## config.mk

```make
export PLATFORM = sky130hd
export DESIGN_NAME = alu_result_monitor
export DESIGN_NICKNAME = d
export VERILOG_FILES = /design/src/rtl/alu_result_monitor.sv
export SDC_FILE = /design/constraint.sdc
export NUM_CORES = 1
export LEC_CHECK = 0
export CELL_PAD_IN_SITES_DETAIL_PLACEMENT = 1
export CELL_PAD_IN_SITES_GLOBAL_PLACEMENT = 1
export CORE_UTILIZATION = 25
export DETAILED_ROUTE_END_ITERATION = 10
export PLACE_DENSITY = 0.64
export SLEW_MARGIN = 40
export SYNTH_ARGS = -nofsm -noshare
export SYNTH_HDL_FRONTEND = slang
export SYNTH_SLANG_ARGS = --single-unit
```

## constraint.sdc

```tcl
create_clock -name clk -period 1.85 [get_ports clk]
set_input_delay 0.37 -clock clk [delete_from_list [all_inputs] [get_ports clk]]
set_output_delay 0.37 -clock clk [all_outputs]
set_load 0.1 [all_outputs]
```

## src/rtl/alu_result_monitor.sv

```systemverilog
// In-silicon self-check for the 2-bit ALU: recomputes each issued op, delays it by LAT and compares with f.
// Define ALU_MON_CAPTURE_EN to latch the operands/result of the first mismatch on the cap_* outputs.
module alu_result_monitor #(
    parameter int LAT         = 1,
    parameter int CNT_W       = 8,
    parameter int STOP_ON_ERR = 0
) (
    input  logic             clk,
    input  logic             rst,
    input  logic             en,
    input  logic             clr,
    input  logic             in_valid,
    input  logic [1:0]       a,
    input  logic [1:0]       b,
    input  logic [2:0]       s,
    input  logic [3:0]       f,
    output logic             chk_pulse,
    output logic             mis_pulse,
    output logic [CNT_W-1:0] chk_count,
    output logic [CNT_W-1:0] err_count,
    output logic             fail,
    output logic [1:0]       state
`ifdef ALU_MON_CAPTURE_EN
    ,
    output logic [1:0]       cap_a,
    output logic [1:0]       cap_b,
    output logic [2:0]       cap_s,
    output logic [3:0]       cap_f,
    output logic [3:0]       cap_exp
`endif
);

    typedef enum logic [1:0] {IDLE = 2'b00, RUN = 2'b01, FAILST = 2'b10} state_t;

    typedef struct packed {
`ifdef ALU_MON_CAPTURE_EN
        logic [1:0] a;
        logic [1:0] b;
        logic [2:0] s;
`endif
        logic [3:0] gold;
    } op_t;

    function automatic logic [3:0] golden(input logic [1:0] ga, input logic [1:0] gb,
                                          input logic [2:0] gs);
        logic [3:0] xa, xb;
        xa = {2'b00, ga};
        xb = {2'b00, gb};
        case (gs)
            3'b000:  golden = xa + xb;
            3'b001:  golden = xa - xb;
            3'b010:  golden = xa & xb;
            3'b011:  golden = xa | xb;
            3'b100:  golden = xa ^ xb;
            3'b101:  golden = xa * xb;
            3'b110:  golden = {2'b00, ~ga};
            default: golden = {ga, gb};
        endcase
    endfunction

    state_t     st_q, st_d;
    logic       accept, cmp, mis;
    op_t        op_in;
    logic [LAT:1] vld_pipe;
    op_t        op_pipe [LAT:1];

    assign accept = in_valid && (st_q == RUN);

    always_comb begin
        op_in      = '0;
        op_in.gold = golden(a, b, s);
`ifdef ALU_MON_CAPTURE_EN
        op_in.a    = a;
        op_in.b    = b;
        op_in.s    = s;
`endif
    end

    // Only the valid bits need clearing; stale payload is never looked at.
    always_ff @(posedge clk or posedge rst) begin
        if (rst) begin
            vld_pipe <= '0;
        end else if (clr) begin
            vld_pipe <= '0;
        end else begin
            vld_pipe[1] <= accept;
            for (int k = 2; k <= LAT; k++) vld_pipe[k] <= vld_pipe[k-1];
        end
    end

    always_ff @(posedge clk) begin
        op_pipe[1] <= op_in;
        for (int k = 2; k <= LAT; k++) op_pipe[k] <= op_pipe[k-1];
    end

    // In-flight ops still compare after RUN->IDLE, but FAIL freezes everything.
    assign cmp = vld_pipe[LAT] && (st_q != FAILST);
    assign mis = cmp && (f != op_pipe[LAT].gold);

    always_ff @(posedge clk or posedge rst) begin
        if (rst) st_q <= IDLE;
        else     st_q <= st_d;
    end

    always_comb begin
        st_d = st_q;
        if (clr) begin
            st_d = IDLE;
        end else begin
            case (st_q)
                IDLE:    if (en) st_d = RUN;
                RUN: begin
                    if (mis && (STOP_ON_ERR != 0)) st_d = FAILST;
                    else if (!en)                  st_d = IDLE;
                end
                FAILST:  st_d = FAILST;
                default: st_d = IDLE;
            endcase
        end
    end

    always_comb begin
        state = st_q;
    end

    always_ff @(posedge clk or posedge rst) begin
        if (rst) begin
            chk_pulse <= 1'b0;
            mis_pulse <= 1'b0;
            chk_count <= '0;
            err_count <= '0;
            fail      <= 1'b0;
        end else if (clr) begin
            chk_pulse <= 1'b0;
            mis_pulse <= 1'b0;
            chk_count <= '0;
            err_count <= '0;
            fail      <= 1'b0;
        end else begin
            chk_pulse <= cmp;
            mis_pulse <= mis;
            if (cmp && (chk_count != '1)) chk_count <= chk_count + 1'b1;
            if (mis && (err_count != '1)) err_count <= err_count + 1'b1;
            if (mis) fail <= 1'b1;
        end
    end

`ifdef ALU_MON_CAPTURE_EN
    // fail is still low on the edge of the first mismatch, so this latches exactly once.
    always_ff @(posedge clk or posedge rst) begin
        if (rst) begin
            cap_a   <= '0;
            cap_b   <= '0;
            cap_s   <= '0;
            cap_f   <= '0;
            cap_exp <= '0;
        end else if (clr) begin
            cap_a   <= '0;
            cap_b   <= '0;
            cap_s   <= '0;
            cap_f   <= '0;
            cap_exp <= '0;
        end else if (mis && !fail) begin
            cap_a   <= op_pipe[LAT].a;
            cap_b   <= op_pipe[LAT].b;
            cap_s   <= op_pipe[LAT].s;
            cap_f   <= f;
            cap_exp <= op_pipe[LAT].gold;
        end
    end
`endif

endmodule

```

==> results.ini <==
[status]
status=completed

[critical_path]
cp_cell_sequence=clkdlybuf4s15_1 > inv_1 > ha_2 > fa_1 > nand2b_1 > a311oi_2 > nor2_1 > o21a_1
cp_max_fo=2
slowest_delay_ns=0.49
crit_required_ns=2.03
path_class=in2reg
ff2ff_path_depth=5
start_kind=input port
critPathCaptureType=flip-flop
cp_data_arrival_time_ns=1.90
worst-path-buf-inv=2
path_depth=8
worst_path_max_delay_cell=fa_1
cpLargestDelayFamily=adder cells

[cells_and_area]
n_antenna_cell=0
final_nets=259
fill_cells=692
layout-drive-gt1-share=0.304
design_area_mm2=0.00249
syn2layout_area_growth_pct=55.2
fin_cells=305

[die]
core_mm2=0.00606
dieWidth_um=82.0
dieArea_mm2=0.00673
die_h_um=82.0
start_util=0.264
io-pin-count=37
rows=28

[synthesis]
synth_area_leaders=dfrtp_1, ha_1, dfxtp_1
ys.flop_type=dfrtp_1
ys_seq_area_frac=0.394
synth.distinct_cells=49
yosysMostFrequentCell=dfrtp_1
synth_top_area_frac=0.344
netlist.top_cell.by_area=dfrtp_1
synth_warnings=0
synth-async-reset-ratio=0.846
synth.avg_cell_area_um2=9.26
synth_commonest_cells=dfrtp_1, inv_1, nand2_1
synth_area_mm2=0.00160
ys_seq_elements=26
synth_edf_count=0
netlist_instances=173
syn_nets=201

[placed_design]
postPlaceCellArea_mm2=0.00240
gp_congestion=0.724
dp.cells=301
dp_hpwl_mm=3.43
port_buffers=36

[detailed_routing]
firstDrtPassIters=4
drcViolationCount=0
routed_wl_mm=4.28
routed_via_density=4.95
wl_per_cell_um=14.0
drtIter0Drc=47
ant_nets=0
vias=1511

[power]
p_comb_frac=0.192
p_switching_uw=321
worst_ir_drop_vdd_uv=255
p_total_mw=1.31
p_int_uw=988
p_seq_frac=0.452
swShare=0.245
power_density_mw_per_mm2=527
pwr-share-clk=0.356
p_leak_nw=1.05

[sta]
setup_tns_ns=0
layout_min_cycle_time_ns=1.73
slew_violations=0
finalCritPeriodShare=0.933
setup_viol=0
final-hold-violation-count=0
relSlewSlack=0.732
rsz0062_at_grt=no
final.setup_skew_ns=0.00534
worstMarginPinSlew_ns=0.400
hold_ws_ns=0.433
max_freq_mhz=579

[clock_network]
cts.sinks=26
cts.clk_slew.worst_paths_ns=0.09
cts_setup_buffers=0
cts_buffers=3
cts_buffer_depth=2
cts_tree=built
cts-root-buf=clkbuf_8
cts.htree.levels=1
ctsHoldBuffers=0
clk_latency_ns=0.27

[grt]
overflow=0
grt_pass1_wl_mm=7.29
grt_max_degree=23
grt_pass1_vias=1510
grt_usage=0.140
antenna_found_initial=0

[flow_run]
drv_cap=0

[hold_path]
hold_path.class=in2async

==> flip-flops by register name, indices dropped and copies added (netlist names) <==
| name | flops |
|---|---|
| fail | 1 |
| chk_pulse | 1 |
| mis_pulse | 1 |
| chk_count | 8 |
| op_pipe | 4 |
| vld_pipe | 1 |
| state | 2 |
| err_count | 8 |
==> worst min-delay path, stage by stage <==
cell	delay [ns]
clkdlybuf4s50_1	0.39
inv_1	0.05
buf_4	0.28
==> metal layers <==
layer	GRT usage	vias to the layer above	wire length, um	part of all wire
met5	0	-	0	0
li1	-	734	-	-
met3	0.00778	4	74	0.017
met4	0.0474	0	46	0.011
met1	0.178	748	1970	0.46
met2	0.250	25	2190	0.51
==> per-stage QoR <==
stage                      util  setup WS [ns]
after floorplan               -        -0.0391
after detailed placement  0.396         -0.546
after CTS                 0.409        -0.0519
final                     0.410          0.123
after global placement    0.396         -0.474
after global routing      0.410         0.0200
==> power by group through the flow <==
| stage | Sequential [mW] | Clock, mW | Combinational (mW) |
|---|---|---|---|
| floorplan | 0.633 | 0 | 0.103 |
| CTS | 0.592 | 0.487 | 0.256 |
| global placement | 0.604 | 0 | 0.247 |
| detailed placement | 0.604 | 0 | 0.254 |
| finish | 0.592 | 0.466 | 0.252 |
| global route | 0.593 | 0.511 | 0.278 |
==> layout by cell type (no fill, tap or decap), drive strengths merged, types with 3 or more instances in the layout <==
master / instances
dfxtp: 4
a21oi: 5
ha: 10
xnor2: 6
nor2b: 3
nand3: 6
nand4: 5
clkbuf: 3
inv: 16
nor2: 13
mux2i: 5
nand2b: 4
dfrtp: 22
o221ai: 3
buf: 42
nor3: 6
clkdlybuf4s50: 11
o22ai: 4
nand2: 15
o21ai: 6
o31ai: 3
==> final timing paths <==
check / start / to / slack (ns)
min: rst / chk_count[5] / 0.43
max in group asynchronous: rst / err_count[1] / 1.17
min reg2reg: err_count[4] / err_count[4] / 0.59
max reg2reg: err_count[0] / err_count[5] / 0.17
max: a[0] / op_pipe[1][1] / 0.12
min in group clk: b[0] / op_pipe[1][0] / 0.51
==> area by class of cell <==
| class | count | area (um2) | area share |
|---|---|---|---|
| Inverter | 16 | 60.1 | 0.0242 |
| Clock buffer | 3 | 41.3 | 0.0166 |
| Tap cell | 75 | 93.8 | 0.0377 |
| Timing Repair Buffer | 57 | 707 | 0.284 |
| Sequential cell | 26 | 651 | 0.262 |
| Multi-Input combinational cell | 127 | 903 | 0.363 |
| Clock inverter | 1 | 30.0 | 0.0121 |
==> cells by family (layout without fill, tap and decap cells) <==
kind of cell / after synthesis / in the layout / synth area share
xor+xnor: 8 / 8 / 0.0438
compound gates: 36 / 36 / 0.162
fa+ha+maj: 12 / 12 / 0.103
simple gates: 66 / 66 / 0.219
buf+inv: 20 / 77 / 0.0477
mux: 5 / 5 / 0.0313
flops: 26 / 26 / 0.394
==> timing repair <==
item	4_1_cts	5_1_grt
pin swaps	2	2
resized for setup	5	4
endpoints found under the setup margin	3	1
Power figures use the tool's default switching activity.
